===== src/rtl/muldiv_pkg.sv =====
// Shared types and constants for the sequential multiply/divide controller.
package muldiv_pkg;

  localparam int          ITER          = 16;
  localparam logic [15:0] DIV0_QUOT     = 16'hFFFF;
  localparam logic        OP_MUL        = 1'b0;
  localparam logic        OP_DIV        = 1'b1;
  localparam int          OP_SIGNED_BIT = 1;

  typedef enum logic [2:0] {
    IDLE = 3'd0,
    PRE  = 3'd1,
    RUN  = 3'd2,
    POST = 3'd3,
    DONE = 3'd4
  } state_e;

  function automatic logic [15:0] neg16(input logic [15:0] x);
    return ~x + 16'd1;
  endfunction

  function automatic logic [31:0] neg32(input logic [31:0] x);
    return ~x + 32'd1;
  endfunction

endpackage


===== src/rtl/muldiv_fsm.sv =====
// Sequencer control: state register, iteration counter, busy/done generation.
// sgn_start selects the PRE/POST path for a newly accepted op, sgn_run for the op in flight.
module muldiv_fsm
  import muldiv_pkg::*;
(
  input  logic       clk,
  input  logic       rst_n,
  input  logic       start,
  input  logic       div0,
  input  logic       sgn_start,
  input  logic       sgn_run,
  output logic       accept,
  output logic       busy,
  output logic       done,
  output logic       in_pre,
  output logic       in_run,
  output logic       in_post,
  output logic       last_iter
);

  state_e     state_q, state_d;
  logic [3:0] cnt_q, cnt_d;

  always_ff @(posedge clk or negedge rst_n) begin
    if (!rst_n) begin
      state_q <= IDLE;
      cnt_q   <= '0;
    end else begin
      state_q <= state_d;
      cnt_q   <= cnt_d;
    end
  end

  always_comb begin
    state_d = state_q;
    cnt_d   = cnt_q;
    case (state_q)
      IDLE, DONE: begin
        state_d = IDLE;
        if (start) begin
          cnt_d   = '0;
          state_d = div0 ? DONE : (sgn_start ? PRE : RUN);
        end
      end
      PRE:  state_d = RUN;
      RUN: begin
        cnt_d = cnt_q + 4'd1;
        if (cnt_q == 4'(ITER - 1)) state_d = sgn_run ? POST : DONE;
      end
      POST:    state_d = DONE;
      default: state_d = IDLE;
    endcase
  end

  always_comb begin
    accept    = start && ((state_q == IDLE) || (state_q == DONE));
    in_pre    = (state_q == PRE);
    in_run    = (state_q == RUN);
    in_post   = (state_q == POST);
    busy      = in_pre || in_run || in_post;
    done      = (state_q == DONE);
    last_iter = in_run && (cnt_q == 4'(ITER - 1));
  end

endmodule


===== src/rtl/seq_muldiv_ctrl.sv =====
// Multi-cycle 16-bit MUL/DIV sequencer driving an external CLA add/sub stage.
// Define SIGNED_MULDIV_EN to honour op[1] (signed ops via PRE/POST sign fix-up).
module seq_muldiv_ctrl
  import muldiv_pkg::*;
#(
  parameter int WIDTH = 16
) (
  input  logic             clk,
  input  logic             rst_n,
  input  logic             start,
  input  logic [1:0]       op,
  input  logic [WIDTH-1:0] opa,
  input  logic [WIDTH-1:0] opb,
  output logic [WIDTH-1:0] add_a,
  output logic [WIDTH-1:0] add_b,
  output logic             add_sub,
  output logic             add_cin,
  input  logic [WIDTH-1:0] add_s,
  input  logic             add_cout,
  output logic             busy,
  output logic             done,
  output logic [WIDTH-1:0] result_lo,
  output logic [WIDTH-1:0] result_hi,
  output logic             div_by_zero
);

  logic             accept, in_pre, in_run, in_post, last_iter;
  logic             op_sgn, div0;
  logic [WIDTH-1:0] hi_q, hi_d, lo_q, lo_d, m_q, m_d;
  logic [WIDTH-1:0] res_lo_q, res_lo_d, res_hi_q, res_hi_d;
  logic             div_q, div_d, sgn_q, sgn_d, sa_q, sa_d, sb_q, sb_d, dbz_q, dbz_d;
  logic [WIDTH-1:0] shl_p;
  logic             qbit;
  logic [31:0]      prod;

`ifdef SIGNED_MULDIV_EN
  assign op_sgn = op[OP_SIGNED_BIT];
`else
  logic unused_op_sgn;
  assign op_sgn        = 1'b0;
  assign unused_op_sgn = op[OP_SIGNED_BIT];
`endif

  assign div0 = (op[0] == OP_DIV) && (opb == '0);

  muldiv_fsm u_fsm (
    .clk       (clk),
    .rst_n     (rst_n),
    .start     (start),
    .div0      (div0),
    .sgn_start (op_sgn),
    .sgn_run   (sgn_q),
    .accept    (accept),
    .busy      (busy),
    .done      (done),
    .in_pre    (in_pre),
    .in_run    (in_run),
    .in_post   (in_post),
    .last_iter (last_iter)
  );

  // Add/sub stage operands: shift-add for MUL, trial subtract for DIV.
  always_comb begin
    shl_p   = {hi_q[WIDTH-2:0], lo_q[WIDTH-1]};
    add_a   = '0;
    add_b   = '0;
    add_sub = 1'b0;
    if (in_run) begin
      if (div_q) begin
        add_a   = shl_p;
        add_b   = m_q;
        add_sub = 1'b1;
      end else begin
        add_a = hi_q;
        add_b = lo_q[0] ? m_q : '0;
      end
    end
  end

  assign add_cin = 1'b0;

  always_comb begin
    hi_d     = hi_q;
    lo_d     = lo_q;
    m_d      = m_q;
    div_d    = div_q;
    sgn_d    = sgn_q;
    sa_d     = sa_q;
    sb_d     = sb_q;
    dbz_d    = dbz_q;
    res_lo_d = res_lo_q;
    res_hi_d = res_hi_q;
    qbit     = hi_q[WIDTH-1] | add_cout;
    prod     = {hi_q, lo_q};

    if (accept) begin
      hi_d  = '0;
      div_d = op[0];
      sgn_d = op_sgn;
      sa_d  = opa[WIDTH-1];
      sb_d  = opb[WIDTH-1];
      dbz_d = div0;
      lo_d  = (op[0] == OP_DIV) ? opa : opb;
      m_d   = (op[0] == OP_DIV) ? opb : opa;
      if (div0) begin
        res_lo_d = DIV0_QUOT;
        res_hi_d = opa;
      end
    end

    // Each shift register takes its own magnitude; its MSB is that operand's sign.
    if (in_pre) begin
      lo_d = lo_q[WIDTH-1] ? neg16(lo_q) : lo_q;
      m_d  = m_q[WIDTH-1]  ? neg16(m_q)  : m_q;
    end

    if (in_run) begin
      if (div_q) begin
        hi_d = qbit ? add_s : shl_p;
        lo_d = {lo_q[WIDTH-2:0], qbit};
      end else begin
        hi_d = {add_cout, add_s[WIDTH-1:1]};
        lo_d = {add_s[0], lo_q[WIDTH-1:1]};
      end
      if (last_iter && !sgn_q) begin
        res_hi_d = hi_d;
        res_lo_d = lo_d;
      end
    end

    if (in_post) begin
      if (div_q) begin
        res_lo_d = (sa_q ^ sb_q) ? neg16(lo_q) : lo_q;
        res_hi_d = sa_q ? neg16(hi_q) : hi_q;
      end else begin
        if (sa_q ^ sb_q) prod = neg32(prod);
        res_hi_d = prod[31:16];
        res_lo_d = prod[15:0];
      end
    end
  end

  always_ff @(posedge clk or negedge rst_n) begin
    if (!rst_n) begin
      hi_q     <= '0;
      lo_q     <= '0;
      m_q      <= '0;
      div_q    <= 1'b0;
      sgn_q    <= 1'b0;
      sa_q     <= 1'b0;
      sb_q     <= 1'b0;
      dbz_q    <= 1'b0;
      res_lo_q <= '0;
      res_hi_q <= '0;
    end else begin
      hi_q     <= hi_d;
      lo_q     <= lo_d;
      m_q      <= m_d;
      div_q    <= div_d;
      sgn_q    <= sgn_d;
      sa_q     <= sa_d;
      sb_q     <= sb_d;
      dbz_q    <= dbz_d;
      res_lo_q <= res_lo_d;
      res_hi_q <= res_hi_d;
    end
  end

  assign result_lo   = res_lo_q;
  assign result_hi   = res_hi_q;
  assign div_by_zero = dbz_q;

endmodule


===== config.mk =====
export PLATFORM = sky130hd
export DESIGN_NAME = seq_muldiv_ctrl
export DESIGN_NICKNAME = d
export VERILOG_FILES = /design/src/rtl/muldiv_pkg.sv /design/src/rtl/muldiv_fsm.sv /design/src/rtl/seq_muldiv_ctrl.sv
export SDC_FILE = /design/constraint.sdc
export NUM_CORES = 1
export LEC_CHECK = 0
export BUFFER_PORTS_ARGS = -buffer_cell sky130_fd_sc_hd__clkbuf_2
export CAP_MARGIN = 20
export CORE_UTILIZATION = 45
export CTS_BUF_LIST = sky130_fd_sc_hd__clkbuf_4
export DETAILED_ROUTE_END_ITERATION = 7
export PLACE_DENSITY = 0.66
export SYNTH_ARGS = -nofsm -noshare
export SYNTH_HDL_FRONTEND = slang
export SYNTH_HIERARCHICAL = 1
export SYNTH_SLANG_ARGS = --single-unit

===== constraint.sdc =====
create_clock -name clk -period 3.48 [get_ports clk]
set_clock_uncertainty 0.15 [all_clocks]
set_input_delay 1.044 -clock clk [delete_from_list [all_inputs] [get_ports clk]]
set_output_delay 1.044 -clock clk [all_outputs]
set_load 0.005 [all_outputs]

-- Word-level counts from Yosys, hierarchy flattened
Index checks and enable logic that the tools add are counted.
W data, S select, Z words.
- add/subtract/negate cells: 5
- multipliers: 0
- divide/modulo/power cells: 0
- $lt $le $gt $ge: 0
- eq/ne operators: 9
- shift operators: 0
- muxes and demuxes: 42
- bitwise gates (word level): 6
- reductions and logical operators: 16
- operators by type and width (cell ; count):
    $mux W16 ; 33
    $add A16 B1 Y16 const B ; 3
    $not A16 Y16 ; 3
    $add A32 B1 Y32 const B ; 1
    $mux W32 ; 1
    $not A32 Y32 ; 1
    $logic_not A16 Y1 ; 1
    $pmux W3 S4 ; 1
    $mux W3 ; 3
    $pmux W4 S2 ; 1
    $eq A3 B2 Y1 const B ; 2
    $reduce_and A2 Y1 ; 3
    $reduce_bool A2 Y1 ; 3
    $add A4 B1 Y4 const B ; 1
    $eq A4 B4 Y1 const B ; 1
    $mux W4 ; 1
    $ne A2 B1 Y1 const B ; 2
    $eq A3 B1 Y1 const B ; 1
    $eq A3 B3 Y1 const B ; 1
    $logic_and A1 B1 Y1 ; 3
    $logic_not A3 Y1 ; 1
    $logic_or A1 B1 Y1 ; 3
    $ne A3 B1 Y1 const B ; 1
    $reduce_bool A3 Y1 ; 1
    5 further kinds ; 6
- register bits after elaboration: 91
- bits in latches: 0
- memory bits (writable): 0
- ROM bits: 0
- input port bits: 54
- output and inout port bits: 69
- memories: 0

-- Depth between registers and ports, before layout
Gate-level depths: netlist (run 1).
- depth in word-level cells: 7
- depth in mapped cells: 10

-- Cells and area by module
The synthesis (run 1) kept the hierarchy.
- by module, submodules not included (module ; instances ; cells an instance ; area an instance (sq um)):
    seq_muldiv_ctrl ; 1 ; 845 ; 6999.2
    muldiv_fsm ; 1 ; 44 ; 425.4

-- Worst setup path after synthesis (run 1)
OpenSTA, ideal clock, no wires.
- path kind: flip-flop to output port
- start: reg u_fsm.state_q[0]
- end: out add_a[10]
- data arrival time: 1.987 ns
- path slack: 0.299 ns
- stages on the path, launching flop included: 8
- buffers on the path: 4
- cells stage by stage: dfrtp_1 > buf_2 > or3b_4 > clkinv_4 > clkbuf_1 > clkbuf_1 > buf_1 > nor2b_1
- word-level cells in the longest chain between the ends: 2
- RTL lines (element ; RTL line ; RTL):
    start, declared ; muldiv_fsm.sv:21 ; state_e state_q, state_d;
    start signal, assigned ; muldiv_fsm.sv:29 ; state_q <= state_d;
    $eq A3 B2 Y1 ; muldiv_fsm.sv:58 ; in_run = (state_q == RUN);
    named net in_run ; seq_muldiv_ctrl.sv:27 ; logic accept, in_pre, in_run, in_post, last_iter;
    $mux W16 ; seq_muldiv_ctrl.sv:68 ; if (in_run) begin
    end, declared ; seq_muldiv_ctrl.sv:14 ; output logic [WIDTH-1:0] add_a,
The timed path passes the listed nets, and every way through them passes these cells.

-- Final worst setup path (run 1)
- start: reg u_fsm.state_q[0]
- end: out add_b[7]
- word-level cells in the longest chain between the ends: 2
- RTL lines (element ; RTL line ; RTL):
    $eq A3 B2 Y1 ; muldiv_fsm.sv:58 ;
    named net in_run ; seq_muldiv_ctrl.sv:27 ;
    $mux W16 ; seq_muldiv_ctrl.sv:68 ;
    end, declared ; seq_muldiv_ctrl.sv:15 ; output logic [WIDTH-1:0] add_b,
The timed path passes the listed nets, and every way through them passes these cells.

==> flow_summary.yaml, run 1 <==
run_status:
  outcome: "complete, no violations"
detailed_routing:
  detailroute.via_count: 6917
  wl_per_cell_microns: 18.2
  detail_route.wirelength_microns: 21500
  detail_route.vias_per_cell: 5.84
  route.antenna.remaining_nets: 0
  drt_pre_antenna_iters: 5
  drt_first_iter_violations: 607
  remaining_drc_errors: 0
cts:
  tritoncts_num_sinks: 91
  cts.htree.levels: 3
  insertion_delay_ns: 0.50
  register_clock_pin_slew_on_the_reported_worst_setup_and_hold_paths_ns: 0.16
  clk_root_buffer_cell: "clkbuf_4"
  total_clock_buffers_created_by_cts: 9
  cts_tree: "done"
  postCtsHoldBufs: 0
  max-clock-path-buffers: 2
  post_cts_buffers: 0
die:
  rows: 46
  i_o_pin_count: 123
  die-height_microns: 130
  core_area_sq_mm: 0.0160
  die-width_microns: 130
  die_area_sq_mm: 0.0170
  initial_utilization_pct: 46.4
worst_setup_path:
  worst_path_max_delay_cell: "dfrtp_1"
  timing.critical_path.to_type: "primary output"
  cpPeakStageDelay_ns: 0.50
  cp_data_required_time_ns: 2.29
  worst-path-max-fanout: 16
  critPathLaunchType: "flip-flop"
  crit_chain: "or3b_4 > clkinv_4 > o21a_2 > and2_1 > clkbuf_2"
  crit_buf_inv: 2
  worst_ep_arrival_time_ns: 2.10
  timing.setup.critical_path_class: "flip-flop to primary output"
  cp_top_family: "simple AND/OR/NAND/NOR gates"
logic_synthesis:
  postSynth.topFlopCell: "dfrtp_1"
  share_of_the_yosys_chip_area_belonging_to_registers_pct: 30.7
  postSynth.asyncResetShare_pct: 100
  synth_area_sq_mm: 0.00742
  synth_cells: 889
  synthDominantCellAreaShare_pct: 30.7
  syn_avg_cell_area_sq_um: 8.35
  synth.yosys.warnings: 6
  yosys_register_bits: 91
  count_of_different_cell_masters_after_synthesis: 75
  netlist_top_cells_area: "dfrtp_1 31%, mux2i_1 12%, nand2_1 4.3%"
  synth-edff-count: 0
  synth_area_leader_cell: "dfrtp_1"
  synth_commonest_cells: "91 x dfrtp_1, 86 x mux2i_1, 85 x nand2_1"
  synth.most_common_cell: "dfrtp_1"
finish:
  design_area_sq_mm: 0.00833
  finish.net_count: 1023
  drive_above_1_share_pct: 19.6
  finalNonFillerCells: 1185
  antennaDiodeCount: 0
  area_growth_syn_to_layout_pct: 12.2
place:
  dp_worst_setup_slack_ns: 0.402
  detailedPlacementHpwl_microns: 15300
  port_buffers: 120
  place.gp.congestion: 0.903
  dpl.cell_count: 1168
  place_area_sq_mm: 0.00815
global_route:
  grt_start_max_net_pins: 91
  first_global_vias: 6206
  global_route.usage.total_pct: 25.9
  grt_pass1_wl_microns: 33800
  grt-ovfl-total: 0
  initial_antenna_violation_count: 0
pwr:
  worst_ir_drop_vdd_v: 0.000460
  power.static_leakage_nw: 3.62
  power.density_mw_per_mm2: 971
timing:
  final_hold_viol_count: 0
  fin_tns_setup_ns: 0
  fin_ws_ns: 0.181
  worst_slew_pin_slew_ns: 0.873
  max_freq_mhz: 303
  max_slew_margin_pct: 41.6
  final_period_minus_worst_setup_slack_ns: 3.30
  finalCritPeriodShare_pct: 94.8
  finalSetupViolCount: 0
  timing.final.max_slew_violations: 0
  rsz_0062_raised_after_global_routing: "false"
job:
  maxCapViolCount: 0
min_path:
  holdCritPathClass: "input port to asynchronous set/reset pin"
-- routing by layer --
metal / GRT usage (%) / vias to the layer above / routed length (microns)
met5: 0 / - / 0
met4: 8.65 / 0 / 432
met3: 2.69 / 26 / 1150
met2: 38.9 / 221 / 9760
met1: 38.6 / 3330 / 10200
li1: - / 3340 / -
-- final timing paths --
kind / from / end / slack (ns) / depth (start not counted)
setup / recovery: u_fsm/state_q[0]$_DFFE_PN0P_ / add_b[7] / 0.18 / 5
hold / removal: rst_n / result_lo[4]$_DFF_PN0_ / 0.30 / 1
setup reg to reg: lo_q[0]$_DFFE_PN0P_ / result_hi[6]$_DFF_PN0_ / 0.91 / 7
hold reg to reg: u_fsm/cnt_q[1]$_DFFE_PN0P_ / u_fsm/cnt_q[1]$_DFFE_PN0P_ / 0.40 / 1
max in group asynchronous: rst_n / lo_q[13]$_DFFE_PN0P_ / 2.21 / 2
min in group clk: u_fsm/cnt_q[1]$_DFFE_PN0P_ / u_fsm/cnt_q[1]$_DFFE_PN0P_ / 0.40 / 1
-- kinds of logic (layout without fill, tap and decap cells) --
kind of cell    after synthesis  in the layout  share of synthesized area, %
simple gates                305            305                          22.1
compound gates              242            242                          21.5
buf+inv                     103            178                          6.18
mux                          97             97                          13.3
flops                        91             91                          30.7
xor+xnor                     45             45                          5.41
fa+ha+maj                     5              5                         0.843
other cells                   1              6                        0.0505
-- worst register-to-register path, stage by stage (launching register included) --
cell	delay (ns)
dfrtp_1	0.51
inv_1	0.10
ha_1	0.20
nor3b_2	0.54
a41oi_1	0.34
o21ai_1	0.27
xor2_1	0.24
a32oi_1	0.08
-- per-stage QoR --
step                      util, %  hold slack, ns  power (mW)
after floorplan                 -           0.342        5.92
after global placement       50.9           0.362        7.25
after detailed placement     50.9           0.367        7.31
after CTS                    51.8           0.284        8.01
after global routing         52.1           0.321        8.83
final                        52.1           0.299        8.09
-- what timing repair did --
| item | CTS | global route |
|---|---|---|
| setup endpoints to repair | 0 | 30 |
| gates resized for setup | 0 | 2 |
| endpoints found under the hold margin | 0 | 0 |
-- layout make-up --
class / instances / area (sq um)
Tap cell: 216 / 270
Timing Repair Buffer: 143 / 838
Inverter: 19 / 76.3
Fill cell: 1587 / 7670
Sequential cell: 91 / 2280
Clock buffer: 9 / 67.6
Clock inverter: 7 / 82.6
Multi-Input combinational cell: 700 / 4720
-- where the power goes --
part / switching [mW] / total, mW / internal [mW]
combinational: 2.69 / 4.95 / 2.26
clock: 0.401 / 0.684 / 0.283
sequential: 0.868 / 2.45 / 1.59
-- flip-flops by register name (all words and copies together), names as in the netlist --
signal	flops
sa_q	1
hi_q	16
lo_q	16
div_by_zero	1
result_lo	16
result_hi	16
div_q	1
m_q	16
sb_q	1
u_fsm/cnt_q	4
u_fsm/state_q	3
-- layout by cell type (no fill, tap or decap), types with 15 or more instances in the layout --
cell / Yosys / final
nand2b_1: 26 / 26
a211oi_1: 16 / 16
and2_1: 23 / 22
clkbuf_2: 1 / 119
a21oi_1: 46 / 46
xor2_1: 29 / 29
xnor2_1: 15 / 15
dfrtp_1: 91 / 90
inv_1: 18 / 18
o31ai_1: 22 / 22
o21ai_0: 59 / 59
nand2_1: 85 / 85
mux2i_1: 86 / 86
nor2b_1: 21 / 21
nor2_1: 72 / 72
buf_4: 4 / 20
(Power assumes the default switching activity.)
==> run 2: changes to the inputs <==
--- a/config.mk
+++ b/config.mk
@@ -5,12 +5,11 @@
 export SDC_FILE = /design/constraint.sdc
 export NUM_CORES = 1
 export LEC_CHECK = 0
-export BUFFER_PORTS_ARGS = -buffer_cell sky130_fd_sc_hd__clkbuf_2
 export CAP_MARGIN = 20
 export CORE_UTILIZATION = 45
 export CTS_BUF_LIST = sky130_fd_sc_hd__clkbuf_4
 export DETAILED_ROUTE_END_ITERATION = 7
-export PLACE_DENSITY = 0.66
+export DONT_BUFFER_PORTS = 1
 export SYNTH_ARGS = -nofsm -noshare
 export SYNTH_HDL_FRONTEND = slang
 export SYNTH_HIERARCHICAL = 1
==> run 2 against run 1 <==
  * Flip-flop and latch count unchanged
  * First-iteration DRC count down 23%
  * Largest power group unchanged
  * Fmax about the same
  * Sequential power up 2%
  * Critical path depth down 1
  * Utilization down 4.2 points
  * Via count down 5.2%
==> flow_summary.yaml, run 2 (synthesis gave the netlist of run 1 again) <==
cts:
  resized_gates_after_cts: 0
  tritoncts_num_sinks: 91
  total_clock_buffers_created_by_cts: 9
  insertion_delay_ns: 0.51
  register_clock_pin_slew_on_the_reported_worst_setup_and_hold_paths_ns: 0.16
  postCtsHoldBufs: 0
  cts.htree.levels: 3
  post_cts_buffers: 0
  max-clock-path-buffers: 2
  cts_tree: "done"
  clk_root_buffer_cell: "clkbuf_4"
die:
  initial_utilization_pct: 46.4
  rows: 46
  die-height_microns: 130
  die-width_microns: 130
  i_o_pin_count: 123
  core_area_sq_mm: 0.0160
  die_area_sq_mm: 0.0170
timing:
  fin_tns_setup_ns: 0
  final_period_minus_worst_setup_slack_ns: 3.30
  worst_slew_pin_slew_ns: 0.954
  finalCritPeriodShare_pct: 94.8
  rsz_0062_raised_after_global_routing: "false"
  timing.final.max_slew_violations: 0
  hold_slack_ns: 0.0558
  max_freq_mhz: 303
  final_hold_viol_count: 0
  max_slew_margin_pct: 36.2
  finalSetupViolCount: 0
detailed_routing:
  wl_per_cell_microns: 20.5
  routed.top_layer: "met4"
  detail_route.vias_per_cell: 6.17
  detail_route.wirelength_microns: 21700
  drt_first_iter_violations: 467
  met1_length_microns: 9420
  dr_wl_met3_microns: 1860
  drt_pre_antenna_iters: 6
  remaining_drc_errors: 0
  route.antenna.remaining_nets: 0
  detailroute.via_count: 6556
  met2_wirelength_microns: 9980
pwr:
  total_power_mw: 7.59
  internal-power_mw: 3.76
  fraction_of_power_consumed_by_sequential_logic_pct: 32.9
  worst_ir_drop_vdd_v: 0.000597
  power.static_leakage_nw: 3.06
  p_sw_share_pct: 50.5
  share_clk_of_total_power_pct: 8.3
  power.density_mw_per_mm2: 991
  power_frac_comb_pct: 58.9
  p_sw_mw: 3.83
worst_setup_path:
  worst_r2r_path_depth: 8
  reg2reg_slack_ns: 0.74
  r2r_start: "u_fsm/state_q[0]$_DFFE_PN0P_"
  worst_ep_arrival_time_ns: 2.11
  worst-path-max-fanout: 42
  timing.setup.critical_path_class: "flip-flop to primary output"
  cp_data_required_time_ns: 2.29
  crit-reg2reg-capture: "lo_q[14]$_DFFE_PN0P_"
  critPathLaunchType: "flip-flop"
  timing.critical_path.to_type: "primary output"
finish:
  final_common_cell: "dfrtp_1"
  finalCoreUtilization_pct: 47.9
  drive_above_1_share_pct: 7.57
  final_cell_mix: "90 x dfrtp_1, 86 x mux2i_1, 85 x nand2_1"
  design_area_sq_mm: 0.00766
  finish.net_count: 899
  area_growth_syn_to_layout_pct: 3.13
place:
  detailedPlacementHpwl_microns: 15500
  place_area_sq_mm: 0.00752
  place.gp.congestion: 0.877
  port_buffers: 0
global_route:
  grt_pass1_wl_microns: 34300
  initial_antenna_violation_count: 1
  global_route.usage.total_pct: 26.2
  grt-ovfl-total: 0
  first_global_vias: 6275
  grt_start_max_net_pins: 92
min_path:
  holdCritPathClass: "input port to asynchronous set/reset pin"
job:
  maxCapViolCount: 0
run_status:
  outcome: "complete, no violations"
run 2: cell types whose count changed in the layout (fill, tap and decap cells not counted), sizes merged:
cell    previous run  this run
buf               23        19
bufinv             2         1
diode              0         1
clkbuf           129        12
clkinv             6         4
run 2: area by class of cell:
cell class,count,area [sq um]
Tap cell,216,270
Antenna cell,1,2.50
Inverter,19,76.3
Clock buffer,12,90.1
Clock inverter,4,41.3
Timing Repair Buffer,19,184
Sequential cell,91,2280
Fill cell,1580,8340
Multi-Input combinational cell,700,4710
run 2: worst max-delay path: stages (launching register included):
cell      delay (ns)
dfrtp_1         0.49
or3b_4          0.45
clkinv_4        0.15
buf_6           0.28
nor2b_1         0.23
run 2: worst max path at each step:
stage / from / to / slack [ns] / depth (start not counted)
CTS: u_fsm/state_q[0]$_DFFE_PN0P_ / add_b[12] / 0.008 / 4
detailed placement: opb[0] / result_hi[7]$_DFF_PN0_ / 0.34 / 5
floorplan: u_fsm/state_q[0]$_DFFE_PN0P_ / add_a[10] / 0.30 / 7
global placement: opb[0] / result_hi[9]$_DFF_PN0_ / 0.42 / 5
global route: u_fsm/state_q[0]$_DFFE_PN0P_ / add_b[3] / 0.008 / 4
finish: u_fsm/state_q[0]$_DFFE_PN0P_ / add_a[9] / 0.18 / 4
run 2: metrics by stage:
stage / setup WS [ns] / std cells
6_report: 0.180 / 1062
5_1_grt: 0.00812 / 1062
4_1_cts: 0.00815 / 1061
3_5_place_dp: 0.343 / 1045
3_3_place_gp: 0.425 / 1045
2_1_floorplan: 0.299 / 894
run 2: per-layer routing:
layer	GRT usage, %	vias to the layer above
met2	41.0	221
li1	-	3091
met4	8.32	0
met3	8.27	27
met1	34.6	3217
met5	0	-
run 2: power by group through the flow:
stage	logic, mW	clock network, mW	registers [mW]
floorplan	3.96	0	1.96
global placement	4.31	0	2.48
finish	4.46	0.627	2.50
global route	4.99	0.685	2.61
CTS	4.44	0.646	2.49
detailed placement	4.41	0	2.52
